**config.mk**
```make
export PLATFORM = sky130hd
export DESIGN_NAME = haar_lift_forward
export DESIGN_NICKNAME = d
export VERILOG_FILES = /design/src/rtl/haar_lift_forward.sv
export SDC_FILE = /design/constraint.sdc
export NUM_CORES = 1
export LEC_CHECK = 0
export CORE_AREA = 2 2 68 134
export CTS_CLUSTER_DIAMETER = 80
export CTS_CLUSTER_SIZE = 12
export DETAILED_ROUTE_END_ITERATION = 10
export DIE_AREA = 0 0 70 136
export PLACE_DENSITY = 0.76
export RECOVER_POWER = 25
export SYNTH_ARGS = -nofsm -noshare
export SYNTH_HDL_FRONTEND = slang
export SYNTH_SLANG_ARGS = --single-unit
```
**constraint.sdc**
```tcl
create_clock -name clk -period 1.8 [get_ports clk]
set_input_delay 0.36 -clock clk [delete_from_list [all_inputs] [get_ports clk]]
set_output_delay 0.36 -clock clk [all_outputs]
set_load 0.02 [all_outputs]
```
**src/rtl/haar_lift_forward.sv**
```systemverilog
// Forward integer Haar lifting: pairs raster pixels (even, odd) into detail d = o - e
// and approximation s = e + floor(d/2), with a framing FSM and a two-stage pipeline.
module haar_lift_forward #(
    parameter int PIX_W   = 8,
    parameter int N_PAIRS = 16384
) (
    input  logic             clk,
    input  logic             reset,
    input  logic             start,
    input  logic             pix_valid,
    input  logic [PIX_W-1:0] pix_in,
    output logic [15:0]      im11,
    output logic [15:0]      im21,
    output logic             data_occur,
    output logic             frame_done,
    output logic             busy
);

    localparam int CNT_W = $clog2(N_PAIRS + 1);

    typedef enum logic [1:0] {
        S_IDLE,
        S_EVEN,
        S_ODD,
        S_DONE
    } state_t;

    state_t             state_q, state_d;
    logic [CNT_W-1:0]   cnt_q, cnt_d;
    logic [PIX_W-1:0]   e_q, e_d;

    // Launch registers: the accepted pair waits here for one cycle.
    logic [PIX_W-1:0]   l_e_q, l_e_d;
    logic [PIX_W-1:0]   l_o_q, l_o_d;
    logic               l_v_q, l_v_d;
    logic               l_last_q, l_last_d;

    logic [15:0]        d1_q, d1_d;
    logic [15:0]        e1_q, e1_d;
    logic               v1_q, v1_d;
    logic               last1_q, last1_d;

    logic [15:0]        im11_q, im11_d;
    logic [15:0]        im21_q, im21_d;
    logic               occur_q, occur_d;
    logic               done_q, done_d;
    logic               busy_q, busy_d;

    logic signed [15:0] half_d;

    always_comb begin
        state_d  = state_q;
        cnt_d    = cnt_q;
        e_d      = e_q;
        l_e_d    = l_e_q;
        l_o_d    = l_o_q;
        l_v_d    = 1'b0;
        l_last_d = 1'b0;

        case (state_q)
            S_IDLE: begin
                if (start) state_d = S_EVEN;
            end
            S_EVEN: begin
                if (!start) begin
                    state_d = S_IDLE;
                    e_d     = '0;
                    cnt_d   = '0;
                end else if (pix_valid) begin
                    e_d     = pix_in;
                    state_d = S_ODD;
                end
            end
            S_ODD: begin
                if (!start) begin
                    state_d = S_IDLE;
                    e_d     = '0;
                    cnt_d   = '0;
                end else if (pix_valid) begin
                    l_e_d = e_q;
                    l_o_d = pix_in;
                    l_v_d = 1'b1;
                    if (cnt_q == CNT_W'(N_PAIRS - 1)) begin
                        l_last_d = 1'b1;
                        cnt_d    = '0;
                        state_d  = S_DONE;
                    end else begin
                        cnt_d   = cnt_q + CNT_W'(1);
                        state_d = S_EVEN;
                    end
                end
            end
            default: begin
                if (!start) state_d = S_IDLE;
            end
        endcase

        busy_d = (state_d == S_EVEN) || (state_d == S_ODD);

        // Stage 1: zero-extend both pixels so the 16-bit difference carries the sign.
        v1_d    = l_v_q;
        last1_d = l_v_q & l_last_q;
        d1_d    = d1_q;
        e1_d    = e1_q;
        if (l_v_q) begin
            d1_d = 16'(l_o_q) - 16'(l_e_q);
            e1_d = 16'(l_e_q);
        end

        // Stage 2: shift kept in its own signed assignment so it stays arithmetic.
        half_d  = $signed(d1_q) >>> 1;
        occur_d = v1_q;
        done_d  = v1_q & last1_q;
        im11_d  = im11_q;
        im21_d  = im21_q;
        if (v1_q) begin
            im11_d = d1_q;
            im21_d = e1_q + half_d;
        end
    end

    always_ff @(posedge clk or negedge reset) begin
        if (!reset) begin
            state_q  <= S_IDLE;
            cnt_q    <= '0;
            e_q      <= '0;
            l_e_q    <= '0;
            l_o_q    <= '0;
            l_v_q    <= 1'b0;
            l_last_q <= 1'b0;
            d1_q     <= '0;
            e1_q     <= '0;
            v1_q     <= 1'b0;
            last1_q  <= 1'b0;
            im11_q   <= '0;
            im21_q   <= '0;
            occur_q  <= 1'b0;
            done_q   <= 1'b0;
            busy_q   <= 1'b0;
        end else begin
            state_q  <= state_d;
            cnt_q    <= cnt_d;
            e_q      <= e_d;
            l_e_q    <= l_e_d;
            l_o_q    <= l_o_d;
            l_v_q    <= l_v_d;
            l_last_q <= l_last_d;
            d1_q     <= d1_d;
            e1_q     <= e1_d;
            v1_q     <= v1_d;
            last1_q  <= last1_d;
            im11_q   <= im11_d;
            im21_q   <= im21_d;
            occur_q  <= occur_d;
            done_q   <= done_d;
            busy_q   <= busy_d;
        end
    end

    assign im11       = im11_q;
    assign im21       = im21_q;
    assign data_occur = occur_q;
    assign frame_done = done_q;
    assign busy       = busy_q;

endmodule

```
==> results of run 1 <==
[timing repair]
action	4_1_cts	5_1_grt
pin swaps	3	13
resized for setup	18	28
hold buffers	1	0
hold endpoints to repair	3	0
setup buffers	2	3
setup endpoints to repair	33	30
[routing by layer]
| layer | vias to the layer above | part of all wire | GRT usage |
|---|---|---|---|
| li1 | 1439 | - | - |
| met1 | 1503 | 0.34 | 0.187 |
| met2 | 72 | 0.60 | 0.412 |
| met3 | 22 | 0.028 | 0.0341 |
| met4 | 0 | 0.028 | 0.0983 |
| met5 | - | 0 | 0 |
[layout make-up]
type,count,area [um^2],share of cell area
multi-input cells,235,1990,0.368
inverters,25,93.8,0.0174
clock inverters,2,10.0,0.00185
well taps,100,125,0.0232
flip-flops and latches,84,2100,0.389
clock buffers,13,260,0.0482
repair buffers,91,823,0.152
[worst reg2reg max path: cells and delay by family (launching register included)]
family	cells	cell delay (ns)
xor+xnor	1	0.08
flops	1	0.39
compound gates	3	0.57
fa+ha+maj	2	0.57
mux	1	0.26
[kinds of logic after synthesis]
family | synth area share
multiplexers | 0.107
AO/OA/AOI/OAI | 0.117
XOR/XNOR | 0.0418
buffers and inverters | 0.0576
AND/OR/NAND/NOR | 0.0997
adder cells (fa/ha/maj) | 0.0752
flip-flops | 0.501
[per-stage QoR]
step	instance area [um^2]	hold WS, ns	setup WS [ns]	power [mW]	cells
2_1_floorplan	4200	0.0644	-0.0595	4.90	367
3_3_place_gp	4950	0.348	-0.151	6.05	529
3_5_place_dp	4950	0.358	-0.191	6.21	529
4_1_cts	5290	0.473	-0.185	7.99	547
5_1_grt	5400	0.511	-0.258	8.62	550
6_report	5400	0.467	-0.182	8.11	550
[state kept, by name, indices dropped and copies added, names as in the netlist]
signal      flops
l_last_q        1
d1_q            9
data_occur      1
last1_q         1
frame_done      1
l_e_q           8
cnt_q          15
e_q             8
occur_d         1
l_o_q           8
busy            1
e1_q            8
l_v_q           1
im11            9
state_q         2
im21           10
[power breakdown]
part	switching [mW]	internal, mW	leakage, nW
logic	1.85	1.86	1.40
clock network	0.677	0.997	0.135
registers	0.352	2.38	1.14
[worst paths after layout]
check | from | to | slack (ns) | cells after the start
min in group asynchronous | reset | im11[1]$_DFFE_PN0P_ | 0.68 | 2
setup reg to reg | d1_q[1]$_DFFE_PN0P_ | im21[8]$_DFFE_PN0P_ | -0.18 | 7
setup / recovery | d1_q[1]$_DFFE_PN0P_ | im21[8]$_DFFE_PN0P_ | -0.18 | 7
hold / removal | last1_q$_DFF_PN0_ | frame_done$_DFF_PN0_ | 0.47 | 1
hold reg to reg | last1_q$_DFF_PN0_ | frame_done$_DFF_PN0_ | 0.47 | 1
max in group asynchronous | reset | l_e_q[6]$_DFFE_PN0P_ | 0.23 | 3
[Yosys cell counts (all sizes together) (7+ instances only)]
cell type	n
nand4	8
inv	25
a22o	8
nand3	7
buf	17
a21oi	12
nand2	20
dfrtp	84
o21ai	15
nor2	21
xnor2	7
ha	22
mux2	39
xor2	13
==> impl_metrics.py, run 1 <==
metrics = {
    "synth": {
        "postSynth.topFlopCell": "dfrtp_1",
        "cells_after_synth": 367,
        "number_of_warnings_reported_in_the_yosys_synthesis_log": 0,
        "syn_nets": 403,
        "synth_top_area_frac": 0.501,
        "ys_top_cells_by_area": "dfrtp_1 (50%), mux2_2 (10%), ha_1 (6.6%)",
        "largest_area_contributor_in_the_netlist": "dfrtp_1",
        "async_flop_share": 1.00,
        "ys_seq_area_frac": 0.501,
        "syn_area_per_cell_um2": 11.4,
        "synth_seq_cells": 84,
        "syn-cell-area_mm2": 0.00419,
        "synth_enable_flop_cells": 0,
        "synth_cell_type_count": 47,
    },
    "routing": {
        "postRouteWirelength_um": 8870,
        "detail-route-antenna-nets": 0,
        "via_per_inst": 5.52,
        "detailedRoute.firstIterationViolations": 150,
        "drt_pre_antenna_iters": 4,
        "via_count": 3036,
        "post_drt_wl_per_cell_um": 16.1,
        "drc_violation_count_after_routing": 0,
    },
    "critical_path": {
        "cp_top_family": "adder cells",
        "worst-setup-path-type": "flop to flop",
        "timing.critical_path.slowest_cell_delay_ns": 0.39,
        "critical_path_peak_fanout": 3,
        "cp-end-kind": "flop",
        "timing.critical_path.arrival_ns": 2.20,
        "worstSetupStartpointType": "flop",
        "cp_data_required_time_ns": 2.02,
        "count_of_buffering_cells_on_the_critical_path_with_inverters_included": 0,
        "crit_path_top_delay_cell": "dfrtp_1",
        "worstPathCellList": "ha_2 -> fa_2 -> a211oi_4 -> o211ai_1 -> a21oi_1 -> xnor2_1 -> mux2_4",
    },
    "global_route": {
        "grt_overall_usage": 0.203,
        "first_global_vias": 3238,
        "global_route_wire_length_before_repair_um": 15000,
        "grt_max_degree": 35,
        "initial_antenna_violation_count": 0,
        "grt_overflow": 0,
    },
    "sta": {
        "count_of_final_setup_violators": 2,
        "max_freq_ghz": 0.505,
        "fin_worst_skew_ns": 0.00455,
        "max_slew.worst_pin.slew_ns": 0.893,
        "max-slew-margin-rel": 0.405,
        "worst_case_setup_margin_in_the_final_layout_ns": -0.182,
        "maxSlewViolCount": 0,
        "min_period_over_period": 1.10,
        "rsz_0062_raised_after_global_routing": "yes",
        "final_hold_viol_count": 0,
        "fin_crit_ns": 1.98,
        "totalNegativeSetupSlack_ns": -0.336,
    },
    "final_layout": {
        "fillerInstances": 670,
        "post-route-util": 0.634,
        "final_nets": 482,
        "antenna_cells": 0,
        "mostFrequentLayoutCell": "dfrtp_1",
        "layout_common_cells": "dfrtp_1 (84), buf_4 (39), mux2_2 (38), clkdlybuf4s50_1 (30), inv_1 (23)",
        "fraction_of_final_layout_cells_sized_beyond_drive_strength_1": 0.280,
        "area_delta_synth_final_pct": 28.9,
    },
    "min_path": {
        "holdCritPathClass": "flop to flop",
    },
    "outcome": {
        "failed_checks": "setup timing",
        "outcome": "finished, violations left",
    },
    "clock_network": {
        "clk_root_buffer_cell": "clkbuf_16",
        "htreeDepth": 3,
        "clkSlewWorstSetupHoldPaths_ns": 0.06,
        "cts_num_sinks": 84,
        "worstSkewPairLatency_ns": 0.34,
        "ctsLongestPathBuffers": 2,
        "tritoncts.num_buffers": 9,
        "tritoncts_clock_tree": "built",
    },
    "job": {
        "max-cap-violations": 0,
    },
    "pwr": {
        "power.leakage_nw": 2.67,
        "vdd.ir_drop.worst_v": 0.000695,
        "power.density_mw_per_mm2": 1500,
    },
    "die": {
        "die_area_mm2": 0.00952,
        "fp.dieH_um": 136,
        "initial_core_util": 0.491,
        "boundaryPins": 47,
        "chipWidth_um": 70,
        "placementRows": 48,
        "floorplan.core_area_mm2": 0.00853,
    },
    "placement": {
        "place.gp.congestion": 0.784,
        "portBuffers": 46,
        "dp_hpwl_um": 6500,
    },
}
No activity file was read; power rests on OpenSTA's default activity.
==> run 2: changes to the inputs <==
--- a/config.mk
+++ b/config.mk
@@ -12,6 +12,7 @@
 export DIE_AREA = 0 0 70 136
 export PLACE_DENSITY = 0.76
 export RECOVER_POWER = 25
+export SKIP_LAST_GASP = 1
 export SYNTH_ARGS = -nofsm -noshare
 export SYNTH_HDL_FRONTEND = slang
 export SYNTH_SLANG_ARGS = --single-unit
==> impl_metrics.py, run 2 (synthesized netlist as in run 1, its figures left out) <==
metrics = {
    "final_layout": {
        "fillerInstances": 670,
        "layoutNonFillerInstCount": 550,
        "area_delta_synth_final_pct": 28.9,
        "fraction_of_final_layout_cells_sized_beyond_drive_strength_1": 0.280,
        "largest_register_ff_count": 15,
        "antenna_cells": 0,
        "layout_common_cells": "dfrtp_1 (84), buf_4 (39), mux2_2 (38), clkdlybuf4s50_1 (30), inv_1 (23)",
        "final_nets": 482,
        "post-route-util": 0.634,
        "largest-register": "cnt_q",
        "mostFrequentLayoutCell": "dfrtp_1",
        "area.sequential_mm2": 0.00210,
        "stdcell_area_mm2": 0.00540,
        "multiInputGateArea_mm2": 0.00199,
    },
    "pwr": {
        "power.leakage_nw": 2.67,
        "finalPower_mw": 8.11,
        "power.density_mw_per_mm2": 1500,
        "vdd.ir_drop.worst_v": 0.000695,
    },
    "sta": {
        "count_of_final_setup_violators": 2,
        "totalNegativeSetupSlack_ns": -0.351,
        "final_hold_viol_count": 0,
        "max_freq_ghz": 0.506,
        "rsz_0062_raised_after_global_routing": "yes",
        "max-slew-margin-rel": 0.405,
        "max_slew.worst_pin.slew_ns": 0.893,
        "hold-worst-slack_ns": 0.467,
        "worst_case_setup_margin_in_the_final_layout_ns": -0.176,
        "min_period_over_period": 1.10,
        "maxSlewViolCount": 0,
        "fin_crit_ns": 1.98,
        "fin_worst_skew_ns": 0.00485,
    },
    "clock_network": {
        "tritoncts_clock_tree": "built",
        "ctsLongestPathBuffers": 2,
        "worstSkewPairLatency_ns": 0.34,
        "clkSlewWorstSetupHoldPaths_ns": 0.06,
        "tritoncts.num_buffers": 9,
        "clk_root_buffer_cell": "clkbuf_16",
        "cts_num_sinks": 84,
        "htreeDepth": 3,
    },
    "routing": {
        "drt_pre_antenna_iters": 4,
        "via_per_inst": 5.51,
        "postRouteWirelength_um": 8860,
        "detailedRoute.firstIterationViolations": 144,
        "post_drt_wl_per_cell_um": 16.1,
        "drc_violation_count_after_routing": 0,
        "via_count": 3033,
        "detail-route-antenna-nets": 0,
    },
    "die": {
        "chipWidth_um": 70,
        "boundaryPins": 47,
        "fp.dieH_um": 136,
        "die_area_mm2": 0.00952,
        "initial_core_util": 0.491,
        "placementRows": 48,
        "floorplan.core_area_mm2": 0.00853,
    },
    "critical_path": {
        "worst-setup-path-type": "flop to flop",
        "timing.critical_path.arrival_ns": 2.20,
        "cp_data_required_time_ns": 2.02,
        "critical_path_peak_fanout": 3,
        "cp-end-kind": "flop",
        "worstSetupStartpointType": "flop",
    },
    "min_path": {
        "holdCritPathClass": "flop to flop",
    },
    "outcome": {
        "outcome": "finished, violations left",
        "failed_checks": "setup timing",
    },
    "placement": {
        "portBuffers": 46,
        "place_ws_ns": -0.191,
        "dp_hpwl_um": 6500,
        "place.gp.congestion": 0.784,
        "dpl_cell_area_mm2": 0.00495,
        "placed_cells_incl_taps": 529,
    },
    "global_route": {
        "global_route_wire_length_before_repair_um": 15000,
        "grt_overall_usage": 0.203,
        "first_global_vias": 3238,
        "grt_overflow": 0,
        "initial_antenna_violation_count": 0,
        "grt_max_degree": 35,
    },
    "job": {
        "max-cap-violations": 0,
    },
}
==> run 2: cell types whose count changed in the layout (fill, tap and decap cells not counted) <==
| cell | before | now |
|---|---|---|
| o21ai_1 | 2 | 1 |
| o21ai_0 | 12 | 13 |
==> run 2: path summary, 6_finish.rpt <==
path,from,cells after the start,slack [ns],to
hold reg to reg,last1_q$_DFF_PN0_,1,0.47,frame_done$_DFF_PN0_
max in group asynchronous,reset,3,0.23,l_e_q[6]$_DFFE_PN0P_
setup reg to reg,d1_q[1]$_DFFE_PN0P_,7,-0.18,im21[8]$_DFFE_PN0P_
min in group asynchronous,reset,2,0.68,im11[1]$_DFFE_PN0P_
hold / removal,last1_q$_DFF_PN0_,1,0.47,frame_done$_DFF_PN0_
setup / recovery,d1_q[1]$_DFFE_PN0P_,7,-0.18,im21[8]$_DFFE_PN0P_
==> run 2: power by group <==
part	switching [mW]	internal, mW
clock network	0.675	0.997
logic	1.85	1.86
registers	0.353	2.38
==> run 2: layout make-up <==
cell class,count,area share
Clock buffer,13,0.0482
Clock inverter,2,0.00185
Timing Repair Buffer,91,0.152
Inverter,25,0.0174
Tap cell,100,0.0232
Sequential cell,84,0.389
Multi-Input combinational cell,235,0.368
==> run 2: timing repair <==
action | 4_1_cts | 5_1_grt
gates resized for setup | 18 | 27
hold buffers | 1 | 0
endpoints found under the hold margin | 3 | 0
setup buffers | 2 | 3
pin swaps | 3 | 13
setup endpoints to repair | 33 | 30
==> run 2: layer usage <==
metal  up-vias  global-route usage  part of all wire
met5         -                   0                 0
li1       1439                   -                 -
met2        70               0.412              0.60
met1      1502               0.187              0.34
met3        22              0.0341             0.028
met4         0              0.0983             0.028
==> run 2: critical path, stage by stage (launching register included) <==
cell and delay (ns):
dfrtp_1 0.39, ha_2 0.20, fa_2 0.37, a211oi_4 0.26, o211ai_1 0.14, a21oi_1 0.17, xnor2_1 0.08, mux2_4 0.26
==> variant 1 (config.mk and constraints of run 1) <==
Re-encode `state_t` (4 states) as one-hot, 4 bits wide.
--- a/src/rtl/haar_lift_forward.sv
+++ b/src/rtl/haar_lift_forward.sv
@@ -18,11 +18,11 @@
 
     localparam int CNT_W = $clog2(N_PAIRS + 1);
 
-    typedef enum logic [1:0] {
-        S_IDLE,
-        S_EVEN,
-        S_ODD,
-        S_DONE
+    typedef enum logic [3:0] {
+        S_IDLE = 4'b0001,
+        S_EVEN = 4'b0010,
+        S_ODD  = 4'b0100,
+        S_DONE = 4'b1000
     } state_t;
 
     state_t             state_q, state_d;
Check against the original RTL: no difference found for any inputs over 4 cycles, from zero or initial values and one cycle with reset low; so few cycles prove little.
==> variant 1 against run 1 <==
Via count is 15% higher. Final area rose by 5.9%. Area after synthesis increased by 5.0%. The flow still finishes with violations (negative setup slack). Routed wire length is 13% higher. First-iteration DRC count is 4.0% higher. Critical endpoint is now im21[14]$_DFFE_PN0P_. Sequential cell count is 2 higher. Worst setup slack better by 100 ps.
Power is not compared: it rests on default switching activity, and its combinational part moved more than twofold at a synthesized area within 25%.
==> variant 1: results (changes against run 1) <==
.. list-table::
   :header-rows: 1

   * - Metric
     - Value
   * - Vias in the first global route
     - 3689 (+14%)
   * - Dominant cells by area after synthesis
     - dfrtp_1 (48%), nand2_1 (6.5%), o21ai_0 (5.2%)
   * - Seq/Total Area, Yosys
     - 0.489 (-0.0123)
   * - Number of standard cells in the layout, taps in and fillers out
     - 629 (+14%)
   * - Number of vias in the routed layout
     - 3498 (+15%)
   * - Share of cells above drive strength 1
     - 0.234 (-0.0456)
   * - Count of fill cells added during filler insertion
     - 664 (-0.90%)
   * - #MultiIn Comb
     - 307 (+31%)
   * - Violations in the final reports
     - negative setup slack
   * - Non-CTS buffers
     - 101 (+11%)
   * - Placed instance count
     - 608 (+15%)
   * - Final setup fails
     - 3 (+1)
   * - Initial DRC Count
     - 156 (+4.0%)
   * - Count of distinct cell types in the synthesized netlist
     - 64 (+36%)
   * - CTS sink count
     - 86 (+2.4%)
   * - Average footprint of a synthesized cell
     - 9.96 um2 (-13%)
   * - Total global routing track utilization
     - 0.222 (+0.0187)
   * - Gp weighted congestion
     - 0.836 (+6.7%)
   * - HPWL reported at the end of detailed placement
     - 7250 um (+11%)
   * - Sequential share of cell area
     - 0.376 (-0.0128)
   * - Tightest slew margin relative to the limit
     - 0.495 (+0.0901)
   * - Startpoint of the most critical register-to-register path
     - e1_q[6]$_DFFE_PN0P_
   * - CP Max Fanout
     - 2 (-1)
   * - Reg2reg end
     - im21[14]$_DFFE_PN0P_
   * - Startpoint of the most critical setup path
     - e1_q[6]$_DFFE_PN0P_
   * - Wire length of the first global-routing pass
     - 16700 um (+11%)
   * - Result of the run
     - complete, but fails checks
   * - Cell types with the highest counts after synthesis
     - dfrtp_1 (85), nand2_1 (76), o21ai_0 (46)
   * - Area occupied by multi-input gates
     - 2190 um2 (+9.9%)
   * - Cell family with the largest share of critical-path delay
     - compound AO/OA/AOI/OAI gates
   * - Number of clock buffers in the layout
     - 14 (+1)
   * - Worst Clk Skew
     - 4.48 ps (-0.0732 ps)
   * - Post-Syn Nets
     - 474 (+18%)
   * - Final setup margin
     - -79.3 ps (+102 ps)
   * - Count of warnings emitted by yosys
     - 0 (unchanged)
   * - Non-clk buf share
     - 0.160 (+0.00743)
   * - Cell-internal power
     - ~3.6 mW
   * - Number of non-clock inverters in the layout
     - 20 (-20%)
   * - Worst hold-check slack
     - 463 ps (-3.77 ps)
   * - Largest net degree at the start of global routing
     - 34 (-2.9%)
   * - Clk cell area share
     - 0.0470 (-0.00302)
variant 1: power groups by stage:
| stage | Clock, mW | Sequential (mW) | Combinational (mW) |
|---|---|---|---|
| after floorplan | 0 | 2.24 | 0.484 |
| after global placement | 0 | 2.24 | 0.800 |
| after detailed placement | 0 | 2.25 | 0.829 |
| after CTS | 1.74 | 2.22 | 0.875 |
| after global routing | 1.80 | 2.25 | 1.08 |
| final | 1.71 | 2.23 | 0.963 |
variant 1: cells by family after synthesis:
family,Yosys count,share of synthesized area
AO/OA/AOI/OAI,113,0.164
XOR/XNOR,5,0.00995
adder cells (fa/ha/maj),20,0.0603
buffers and inverters,50,0.0588
flip-flops,86,0.489
multiplexers,20,0.0509
AND/OR/NAND/NOR,148,0.167
variant 1: per-stage QoR:
| stage | utilization | worst slack (ps) | setup TNS (ps) | instance area (um2) |
|---|---|---|---|---|
| 6_report | 0.671 | -79.3 | -163 | 5720 |
| 5_1_grt | 0.671 | -179 | -854 | 5720 |
| 4_1_cts | 0.651 | -90.5 | -159 | 5550 |
| 3_5_place_dp | 0.610 | -159 | -930 | 5200 |
| 3_3_place_gp | 0.610 | -86.0 | -443 | 5200 |
| 2_1_floorplan | - | 13.9 | 0 | 4400 |
variant 1: what timing repair did:
| action | 4_1_cts | 5_1_grt |
|---|---|---|
| endpoints found under the hold margin | 25 | 0 |
| buffers inserted | 1 | 3 |
| setup endpoints to repair | 20 | 28 |
| resized for setup | 24 | 34 |
| pin swaps | 5 | 17 |
| cloned | 0 | 1 |
| hold buffers | 1 | 0 |
variant 1: per-layer routing:
metal	up-vias	share of wire	GRT usage
li1	1702	-	-
met1	1700	0.35	0.213
met2	76	0.59	0.447
met3	20	0.034	0.0474
met4	0	0.024	0.0801
met5	-	0	0
==> variant 2 (config.mk and constraints of run 1) <==
Made on the original files. The parameter `N_PAIRS` goes from 16384 to 8192.
--- a/src/rtl/haar_lift_forward.sv
+++ b/src/rtl/haar_lift_forward.sv
@@ -2,7 +2,7 @@
 // and approximation s = e + floor(d/2), with a framing FSM and a two-stage pipeline.
 module haar_lift_forward #(
     parameter int PIX_W   = 8,
-    parameter int N_PAIRS = 16384
+    parameter int N_PAIRS = 8192
 ) (
     input  logic             clk,
     input  logic             reset,
Behaviour: same outputs for any inputs over 4 cycles, from zero or initial values and one cycle with reset low; that may be too few to reach the edited logic, so the function may still have changed.
==> variant 2 against run 1 <==
The flow still finishes with violations (negative setup slack). Power grew 12%. Worst setup slack worse by 17 ps. Hold slack worse by 8.1 ps. Routed wire length grew 0.99%. Area after synthesis decreased by 0.54%. Core utilization rose by 3.0 points. Sequential cell count fell by 1. Final area increased by 4.8%. Largest cell class unchanged.
==> variant 2: results (changes against run 1) <==
.. list-table::
   :header-rows: 1

   * - Metric
     - Value
   * - # nets final
     - 506 (+5.0%)
   * - Number of buffers added on ports
     - 46 (unchanged)
   * - Clk_lat worst skew
     - 340 ps (about the same)
   * - Post-Syn Nets
     - 408 (+1.2%)
   * - Final setup fails
     - 6 (+4)
   * - Seq/Total Area, Yosys
     - 0.498 (-0.00329)
   * - Worst Clk Skew
     - 5.74 ps (+1.19 ps)
   * - Count of distinct cell types in the synthesized netlist
     - 47 (unchanged)
   * - Count of warnings emitted by yosys
     - 0 (unchanged)
   * - Final setup margin
     - -199 ps (-17.3 ps)
   * - Wire length of the first global-routing pass
     - 14800 um (-0.88%)
   * - HPWL reported at the end of detailed placement
     - 6480 um (-0.36%)
   * - Result of the run
     - complete, but fails checks
   * - Main synth FF type
     - dfrtp_1
   * - Iteration count of the initial detailed-routing pass
     - 4 (unchanged)
   * - Number of flip-flops in the largest register
     - 14 (-1)
   * - Count of fill cells added during filler insertion
     - 643 (-4.0%)
   * - Violations in the final reports
     - negative setup slack
   * - Tightest slew margin relative to the limit
     - 0.523 (+0.119)
   * - Number of remaining DRC errors
     - 0 (unchanged)
   * - Total met3 wirelength after detailed routing
     - 326 um (+31%)
   * - Maximum clock insertion buffer count
     - 2 (unchanged)
   * - Total global routing track utilization
     - 0.197 (-0.00600)
   * - Largest net degree at the start of global routing
     - 47 (+34%)
   * - Biggest register
     - cnt_q
   * - TritonCTS Buffers
     - 9 (unchanged)
   * - Number of vias in the routed layout
     - 3165 (+4.2%)
   * - Max VDD drop
     - 0.881 mV (+27%)
   * - H-tree Lvls
     - 3 (unchanged)
   * - Share of cells above drive strength 1
     - 0.318 (+0.0379)
   * - Clk root buf
     - clkbuf_16
   * - Gp weighted congestion
     - 0.798 (+1.8%)
   * - Post-synthesis async set-or-reset flop share
     - 1.00 (unchanged)
   * - Net switching power of the design
     - 3.13 mW (+8.8%)
   * - Final antenna diode count
     - 0 (unchanged)
   * - Leakage power figure
     - 2.73 nW (+2.0%)
   * - Cell types with the highest counts after synthesis
     - dfrtp_1 (83), mux2_2 (39), o21ai_0 (28)
   * - Topmost layer with routed signal wires
     - met4
   * - Wire length the detailed router placed on met1
     - 3230 um (+6.5%)
   * - Average wire per standard cell
     - 15.6 um (-3.4%)
   * - Initial DRC Count
     - 133 (-11%)
   * - Dominant cells by area after synthesis
     - dfrtp_1 (50%), mux2_2 (11%), ha_1 (6.6%)
   * - Vias in the first global route
     - 3264 (+0.80%)
   * - Antenna violations before repair
     - 0 (unchanged)
   * - Worst hold path type
     - flip-flop to flip-flop
   * - CP Max Fanout
     - 3 (unchanged)
   * - Post-place instance area
     - 5020 um2 (+1.3%)
   * - WL met2
     - 5180 um (-2.9%)
   * - CTS clock-pin slew for the worst setup and hold paths
     - 60 ps (about the same)
-- variant 2: power groups by stage --
stage,sequential [mW],combinational [mW],clock [mW]
global route,2.88,4.50,2.20
global placement,2.75,3.74,0
floorplan,2.94,2.26,0
finish,2.79,4.15,2.10
detailed placement,2.80,3.84,0
CTS,2.79,3.99,2.14
-- variant 2: final cells by class --
| cell class | count | area (um2) | area share |
|---|---|---|---|
| Sequential cell | 83 | 2080 | 0.367 |
| Multi-Input combinational cell | 242 | 2060 | 0.364 |
| Timing Repair Buffer | 110 | 962 | 0.170 |
| Clock buffer | 11 | 243 | 0.0429 |
| Tap cell | 100 | 125 | 0.0221 |
| Clock inverter | 5 | 100 | 0.0177 |
| Inverter | 24 | 90.1 | 0.0159 |
-- variant 2: repair_timing --
item                       4_1_cts  5_1_grt
hold endpoints to repair        11        0
setup endpoints to repair       29       28
pin swaps                       16       18
hold buffers                     1        0
resized for setup               30       26
buffers inserted                13        5
-- variant 2: final timing paths --
| kind | slack, ps | end | start | depth (start not counted) |
|---|---|---|---|---|
| max | -200 | im21[8]$_DFFE_PN0P_ | d1_q[1]$_DFFE_PN0P_ | 7 |
| min | 460 | frame_done$_DFF_PN0_ | last1_q$_DFF_PN0_ | 1 |
| max reg2reg | -200 | im21[8]$_DFFE_PN0P_ | d1_q[1]$_DFFE_PN0P_ | 7 |
| min reg2reg | 460 | frame_done$_DFF_PN0_ | last1_q$_DFF_PN0_ | 1 |
| max in group asynchronous | 120 | state_q[0]$_DFF_PN0_ | reset | 3 |
| min in group asynchronous | 580 | occur_d$_DFF_PN0_ | reset | 2 |
-- variant 2: cell families after synthesis --
| logic type | synth area share |
|---|---|
| AO/OA/AOI/OAI | 0.137 |
| flip-flops | 0.498 |
| AND/OR/NAND/NOR | 0.0975 |
| buffers and inverters | 0.0564 |
| multiplexers | 0.105 |
| adder cells (fa/ha/maj) | 0.0756 |
| XOR/XNOR | 0.0294 |
-- variant 2: metal layers --
metal | up-vias | track usage
li1 | 1508 | -
met1 | 1564 | 0.194
met2 | 75 | 0.387
met3 | 18 | 0.0393
met4 | 0 | 0.0833
met5 | - | 0
-- variant 2: worst max-delay path: stages (launching register included) --
cell and delay, ps:
dfrtp_1 420, ha_4 180, fa_2 390, a211oi_4 280, o21ai_1 100, a31oi_1 160
xnor2_1 80, mux2_4 260
-- variant 2: metrics by stage --
stage	power [mW]	setup slack, ps	util	TNS [ps]	instances
floorplan	5.20	-85.1	-	-199	372
global placement	6.49	-222	0.589	-3010	542
detailed placement	6.64	-247	0.589	-4460	542
CTS	8.91	-188	0.651	-662	572
global route	9.58	-283	0.664	-3580	575
finish	9.04	-199	0.664	-586	575
